<file path="src/rtl/key_pkg.sv">
// Shared types and sizing helpers for the pushbutton conditioning block.
// Latency: none (types and constant functions only); backpressure: none.
package key_pkg;

    typedef enum logic [2:0] {
        K_IDLE,
        K_DB_PRESS,
        K_HOLD,
        K_REPEAT,
        K_DB_RELEASE
    } key_state_t;

    // Width needed for one counter that must be able to hold the largest timing value.
    function automatic int cnt_width(input int a, input int b, input int c);
        int m;
        m = a;
        if (b > m) m = b;
        if (c > m) m = c;
        if (m < 1) m = 1;
        return $clog2(m + 1);
    endfunction

endpackage

</file>
<file path="src/rtl/sync2.sv">
// Two-flop synchronizer for one asynchronous bit, with a selectable reset value.
// Latency: 2 clk edges; backpressure: none.
module sync2 #(
    parameter logic RST_VAL = 1'b0
) (
    input  logic clk,
    input  logic rst_n,
    input  logic d,
    output logic q
);

    logic meta;

    always_ff @(posedge clk) begin
        if (!rst_n) begin
            meta <= RST_VAL;
            q    <= RST_VAL;
        end else begin
            meta <= d;
            q    <= meta;
        end
    end

endmodule

</file>
<file path="src/rtl/key_pulser.sv">
// Debounces an active-low key into single-cycle step pulses with optional auto-repeat.
// Latency: DEBOUNCE_CYCLES+2 edges from stable press to pulse/held; backpressure: none.
module key_pulser
    import key_pkg::*;
#(
    parameter int DEBOUNCE_CYCLES = 500000,
    parameter int REPEAT_DELAY    = 25000000,
    parameter int REPEAT_PERIOD   = 5000000
) (
    input  logic clk,
    input  logic Re_n,
    input  logic key_n,
    input  logic repeat_en,
    output logic pulse,
    output logic held
);

    localparam int CW = cnt_width(DEBOUNCE_CYCLES, REPEAT_DELAY, REPEAT_PERIOD);
    localparam logic [CW-1:0] DB_LAST  = CW'(DEBOUNCE_CYCLES - 1);
    // The hold delay is compared one count later so the first repeat lands
    // REPEAT_DELAY+1 edges after the initial pulse.
    localparam logic [CW-1:0] DLY_LAST = CW'(REPEAT_DELAY);
    localparam logic [CW-1:0] PER_LAST = CW'(REPEAT_PERIOD - 1);

    key_state_t     state, state_nxt;
    logic [CW-1:0]  cnt, cnt_nxt, cnt_inc;
    logic           pulse_nxt, held_nxt;
    logic           key_sync, pr;

    sync2 #(.RST_VAL(1'b1)) u_key_sync (
        .clk   (clk),
        .rst_n (Re_n),
        .d     (key_n),
        .q     (key_sync)
    );

    assign pr      = ~key_sync;
    assign cnt_inc = (cnt == {CW{1'b1}}) ? cnt : cnt + 1'b1;

    always_comb begin
        state_nxt = state;
        cnt_nxt   = cnt_inc;
        pulse_nxt = 1'b0;
        case (state)
            K_IDLE: begin
                cnt_nxt = '0;
                if (pr) state_nxt = K_DB_PRESS;
            end
            K_DB_PRESS: begin
                if (!pr) begin
                    state_nxt = K_IDLE;
                    cnt_nxt   = '0;
                end else if (cnt == DB_LAST) begin
                    state_nxt = K_HOLD;
                    cnt_nxt   = '0;
                    pulse_nxt = 1'b1;
                end
            end
            K_HOLD: begin
                if (!pr) begin
                    state_nxt = K_DB_RELEASE;
                    cnt_nxt   = '0;
                end else if (repeat_en && cnt == DLY_LAST) begin
                    state_nxt = K_REPEAT;
                    cnt_nxt   = '0;
                    pulse_nxt = 1'b1;
                end
            end
            K_REPEAT: begin
                if (!pr) begin
                    state_nxt = K_DB_RELEASE;
                    cnt_nxt   = '0;
                end else if (!repeat_en) begin
                    state_nxt = K_HOLD;
                    cnt_nxt   = '0;
                end else if (cnt == PER_LAST) begin
                    cnt_nxt   = '0;
                    pulse_nxt = 1'b1;
                end
            end
            K_DB_RELEASE: begin
                if (pr) begin
                    state_nxt = K_HOLD;
                    cnt_nxt   = '0;
                end else if (cnt == DB_LAST) begin
                    state_nxt = K_IDLE;
                    cnt_nxt   = '0;
                end
            end
            default: begin
                state_nxt = K_IDLE;
                cnt_nxt   = '0;
            end
        endcase
        held_nxt = (state_nxt == K_HOLD) || (state_nxt == K_REPEAT) ||
                   (state_nxt == K_DB_RELEASE);
    end

    always_ff @(posedge clk) begin
        if (!Re_n) begin
            state <= K_IDLE;
            cnt   <= '0;
            pulse <= 1'b0;
            held  <= 1'b0;
        end else begin
            state <= state_nxt;
            cnt   <= cnt_nxt;
            pulse <= pulse_nxt;
            held  <= held_nxt;
        end
    end

endmodule

</file>
<file path="config.mk">
export PLATFORM = sky130hd
export DESIGN_NAME = key_pulser
export DESIGN_NICKNAME = d
export VERILOG_FILES = /design/src/rtl/key_pkg.sv /design/src/rtl/sync2.sv /design/src/rtl/key_pulser.sv
export SDC_FILE = /design/constraint.sdc
export NUM_CORES = 1
export LEC_CHECK = 0
export BUFFER_PORTS_ARGS = -buffer_cell sky130_fd_sc_hd__clkbuf_2
export CAP_MARGIN = 20
export CORE_MARGIN = 4
export CORE_UTILIZATION = 25
export DETAILED_ROUTE_END_ITERATION = 7
export SETUP_SLACK_MARGIN = 0.05
export SYNTH_ARGS = -nofsm -noshare
export SYNTH_HDL_FRONTEND = slang
export SYNTH_SLANG_ARGS = --single-unit
</file>
<file path="constraint.sdc">
create_clock -name clk -period 4.6 [get_ports clk]
set_clock_uncertainty 0.05 [all_clocks]
set_input_delay 0.69 -clock clk [delete_from_list [all_inputs] [get_ports clk]]
set_output_delay 0.69 -clock clk [all_outputs]
set_load 0.05 [all_outputs]
</file>
==> qor.yml, run 1 <==
status: "finished clean"
wl_mm: 4.38
synth_xor_area_share_pct: 5.18
synth-edff-count: 0
die_w_um: 98.1
cts_resized: 0
ioPinCount: 6
h-tree-depth: 2
maxCapViolCount: 0
layout-area-overhead-vs-synth_pct: 8.19
synth_compound_area_share_pct: 18.2
synth_fa_ha_area_share_pct: 1.23
postSynth.asyncResetShare_pct: 0
maxSlewHeadroom_pct: 44.1
antenna_found_initial: 0
grt_usage_pct: 9.62
drt_first_pass_iters: 4
p_leak_nw: 0.582
dieArea_mm2: 0.00963
place.gp.congestion: 0.817
path_clk_slew_ps: 60
clock-root-buffer: "clkbuf_8"
row_count: 32
cts_hold_buf: 0
crit_fanout: 23
worst_pin_slew_ps: 832
end_kind: "register"
crit_path_start_kind: "register"
num_vias: 1618
crit_type: "register to register"
place_area_mm2: 0.00212
synth.avg_cell_area_um2: 9.72
cts_setup_buffers: 0
irDropWorstVdd_mv: 0.0727
cts_tree: "yes"
synth_mux_area_share_pct: 0.493
post-route-min-period_ps: 2840
synth_area_mm2: 0.00203
cts_buffers: 5
grt_max_degree: 26
port_buffers: 5
synth-seq-area-share_pct: 31.5
yosysWarnings: 0
syn-instance-count: 209
synthFlopType: "dfxtp_1"
final_nets: 221
finalMaxSlewViolations: 0
synth_top_family_by_area: "simple AND/OR/NAND/NOR gates"
drive_above_1_share_pct: 26.5
grt_pass1_vias: 1579
antennaDiodeCount: 0
overflow: 0
clock_latency_ps: 280
ys_ff_latch: 32
synth_cell_types: 59
grt_pass1_wl_mm: 7.58
synth-simple-area-share_pct: 38.9
dp_hpwl_mm: 3.21
synth_area_leaders: "dfxtp_1 (32%), nor3_2 (6.9%), a211oi_2 (4.9%)"
setup_tns_ps: 0
finalCritPeriodShare_pct: 61.7
multiInputGateArea_mm2: 0.00130
synth_top_area_share_pct: 31.5
initial_core_util_pct: 26.0
worstHoldPathType: "register to register"
fmax_mhz: 352
cts_buffer_depth: 2
hold_viol_final: 0
synth_top_area_cell: "dfxtp_1"
cp.required_ps: 4760
coreArea_mm2: 0.00781
fin_area_mm2: 0.00220
p_per_area_mw_per_mm2: 223
setup_violations: 0
drt_iter0_markers: 95
die_y_um: 98.1
drt.antenna.violating_nets: 0
drc: 0
seqCellArea_um2: 641
syn_nets: 215
clock_sinks: 32
viasPerCell: 5.10
fillers: 825
cp_data_arrival_time_ps: 3000
rsz0062_at_grt: "no"
avgRoutedWirePerCell_um: 13.8
## kinds of logic (layout without fill, tap and decap cells)
group / Yosys count / in the layout
multiplexers: 1 / 1
AO/OA/AOI/OAI: 43 / 43
XOR/XNOR: 12 / 12
flip-flops: 32 / 32
AND/OR/NAND/NOR: 108 / 108
adder cells (fa/ha/maj): 2 / 2
buffers and inverters: 11 / 17
## critical path, cell delays in order, from the launching register on
cell and delay [ps]:
dfxtp_1 430, ha_1 270, nand4_2 170, or4_1 740, nor3_4 700, o31ai_1 210
a211oi_2 190
## per-stage QoR
stage	power, mW	hold slack [ps]	cells	setup slack [ps]	util [%]
floorplan	0.294	336	209	2300	-
global placement	0.296	343	310	1900	27.1
detailed placement	0.296	348	310	1780	27.1
CTS	0.500	364	317	1750	28.1
global route	0.512	387	317	1560	28.1
finish	0.490	359	317	1760	28.1
## final timing paths
| path | startpoint | end | slack (ps) | cells after the start |
|---|---|---|---|---|
| max | cnt[1] | cnt[21] | 1760 | 6 |
| min | u_key_sync.meta | u_key_sync.q | 360 | 1 |
| max reg2reg | cnt[1] | cnt[21] | 1760 | 6 |
| min reg2reg | u_key_sync.meta | u_key_sync.q | 360 | 1 |
## power by group
part           internal (mW)  leakage, nW  switching [mW]
logic                0.00362        0.283         0.00708
clock network          0.103       0.0410          0.0976
registers              0.278        0.258         0.00102
## registers in the layout (all words and copies together), names as in the netlist
name,flops
pulse,1
u_key_sync.q,1
cnt,25
held,1
state,3
u_key_sync.meta,1
## layout by cell type, fill, tap and decap left out, drive strengths merged, types with 2 or more instances in the layout
cell type  synthesis  layout
nand2             12      12
clkbuf             1      11
nand3b             2       2
buf                7       2
o21ai              6       6
or4bb              2       2
nor2              12      12
a31oi              2       2
and3               5       5
nor4               4       4
a21oi              7       7
dfxtp             32      32
ha                 2       2
a211oi            14      14
nor3b              2       2
xnor2              9       9
inv                3       3
and4               3       3
xor2               3       3
nor4b              3       3
nand2b             3       3
and2b              2       2
or3                7       7
nand3             10      10
nand4              6       6
or4                8       8
o31ai              9       9
nor3              19      19
or2                5       5
## layout make-up
cell class                      count  area share [%]
Multi-Input combinational cell    166            59.2
Sequential cell                    32            29.2
Tap cell                          102            5.81
Clock buffer                        6            3.30
Timing Repair Buffer                7            1.82
Inverter                            3           0.513
Clock inverter                      1           0.228
## synth_stat cells (4+ instances only)
| master | n |
|---|---|
| a21oi_1 | 6 |
| nand4_1 | 5 |
| nand2_1 | 12 |
| buf_6 | 4 |
| dfxtp_1 | 32 |
| xnor2_1 | 9 |
| nor3_1 | 4 |
| nor3_2 | 14 |
| o31ai_1 | 8 |
| or3_1 | 7 |
| and3_1 | 5 |
| or4_1 | 6 |
| a211oi_1 | 5 |
| nor2_1 | 12 |
| nand3_1 | 9 |
| a211oi_2 | 8 |
## layer usage
metal,global-route usage (%),part of all wire (%)
met5,0,0
met4,4.58,2.0
met3,1.71,2.0
met2,16.2,48
met1,11.8,48
(Power assumes the default switching activity.)
==> run 2, diff against run 1 <==
==> constraint.sdc (replaced) <==
create_clock -name clk -period 2.7 [get_ports clk]
set_clock_uncertainty 0.05 [all_clocks]
set_input_delay 0.405 -clock clk [delete_from_list [all_inputs] [get_ports clk]]
set_output_delay 0.405 -clock clk [all_outputs]
set_load 0.05 [all_outputs]
==> qor.yml, run 2 (synthesis gave the netlist of run 1 again) <==
row_count: 32  # unchanged
worstHoldPathType: "input port to register"
h-tree-depth: 2  # unchanged
maxCapViolCount: 0  # unchanged
cts_setup_buffers: 0  # unchanged
grt_usage_pct: 9.62  # about the same
worst_pin_slew_ps: 474  # -358 ps
grt_pass1_vias: 1531  # -3.0%
slowest_delay_ps: 740  # about the same
reg2reg_slack_ps: 270  # -1490 ps
drc: 0  # unchanged
overflow: 0  # unchanged
rsz0062_at_grt: "no"
dieArea_mm2: 0.00963  # unchanged
setup_violations: 0  # unchanged
cp_data_arrival_time_ps: 2550  # -450 ps
largestRegisters: "cnt (25), state (3)"
setup_tns_ps: 0  # unchanged
drt_iter0_markers: 147  # +55%
final_common_cell: "dfxtp_1"
maxSlewHeadroom_pct: 68.2  # +24 points
place_area_mm2: 0.00217  # +2.6%
wl_met2_mm: 2.03  # -3.2%
initial_core_util_pct: 26.0  # unchanged
critPathSlowestCell: "or4_1"
num_vias: 1653  # +2.2%
multiInputGateArea_mm2: 0.00130  # unchanged
clock-root-buffer: "clkbuf_8"
cts_resized: 0  # unchanged
finalCritPeriodShare_pct: 89.9  # +28 points
crit_type: "register to register"
combPwrFrac_pct: 2.3  # about the same
fillers: 840  # +1.8%
grt_pass1_wl_mm: 7.51  # -0.91%
fin_area_mm2: 0.00226  # +3.1%
layout-area-overhead-vs-synth_pct: 11.5
fmax_mhz: 412  # +17%
antenna_found_initial: 0  # unchanged
top_register: "cnt"
worst-path-buf-inv: 1  # +1
port_buffers: 5  # unchanged
hold_viol_final: 0  # unchanged
p_per_area_mw_per_mm2: 387  # +74%
fin_hold_ws_ps: 268  # -91.8 ps
setup_ws_ps: 273  # -1490 ps
path_cells: "ha_1 -> nand4_2 -> or4_1 -> nor3_4 -> buf_4 -> mux2i_1 -> nor3_2"
cts_buffer_depth: 2  # unchanged
coreArea_mm2: 0.00781  # unchanged
status: "finished clean"
dr_wl_met3_um: 136  # +58%
switching_share_pct: 21.4  # -0.21 points
ioPinCount: 6  # unchanged
wl_mm: 4.37  # -0.23%
viasPerCell: 5.13  # +0.58%
cp.required_ps: 2820  # -1940 ps
drt_first_pass_iters: 4  # unchanged
cts_hold_buf: 0  # unchanged
crit_fanout: 12  # -48%
place.gp.congestion: 0.793  # -2.9%
clock_latency_ps: 280  # about the same
largest_reg_flops: 25  # unchanged
post-route-min-period_ps: 2430  # -411 ps
internal_power_mw: 0.689  # +79%
avgRoutedWirePerCell_um: 13.6  # -1.8%
antennaDiodeCount: 0  # unchanged
cts_tree: "yes"
crit_path_start_kind: "register"
die_w_um: 98.1  # unchanged
dp_hpwl_mm: 3.19  # -0.75%
irDropWorstVdd_mv: 0.227  # +210%
final_nets: 225  # +1.8%
finalMaxSlewViolations: 0  # unchanged
wl_met1_mm: 2.11  # unchanged
dp_slack_ps: 311  # -1470 ps
die_y_um: 98.1  # unchanged
layout_common_cells: "dfxtp_1 (32), nor3_2 (14), nor2_1 (12), nand2_1 (12)"
cp_top_family: "simple AND/OR/NAND/NOR gates"
drive_above_1_share_pct: 27.7  # +1.2 points
clock_sinks: 32  # unchanged
cts_buffers: 5  # unchanged
highest_layer: "met4"
drt.antenna.violating_nets: 0  # unchanged
path_clk_slew_ps: 60  # about the same
seq_power_share_pct: 54.2  # -2.8 points
grt_max_degree: 26  # unchanged
end_kind: "register"
p_sw_mw: 0.187  # +77%
pwr-share-clk_pct: 43.4  # +2.5 points
p_leak_nw: 0.618  # +6.2%
seqCellArea_um2: 641  # unchanged
## run 2: path summary, 6_finish.rpt
path	from	endpoint	cells after the start
worst max-delay path	cnt[1]	cnt[1]	7
worst min-delay path	key_n	u_key_sync.meta	2
worst max register to register	cnt[1]	cnt[1]	7
worst min register to register	u_key_sync.meta	u_key_sync.q	1
## run 2: area by class of cell
type	count	share of cell area, %
Timing Repair Buffer	11	4.20
Inverter	3	0.497
Tap cell	102	5.64
Clock buffer	8	3.98
Multi-Input combinational cell	166	57.4
Sequential cell	32	28.3
## run 2: power groups by stage
stage	clock [mW]	combinational, mW	sequential, mW
global route	0.416	0.0222	0.475
detailed placement	0	0.0209	0.486
global placement	0	0.0208	0.486
CTS	0.395	0.0209	0.475
finish	0.381	0.0204	0.475
floorplan	0	0.0156	0.485
## run 2: routing by layer
metal,global-route usage [%],up-vias
met5,0,-
met4,4.79,0
met3,1.50,5
met2,14.8,24
li1,-,824
met1,13.0,800
## run 2: metrics by stage
stage               power, mW  utilization [%]  instances
floorplan               0.501                -        209
global placement        0.507             27.9        314
detailed placement      0.507             27.9        314
CTS                     0.891             29.0        322
global route            0.913             29.0        322
finish                  0.877             29.0        322
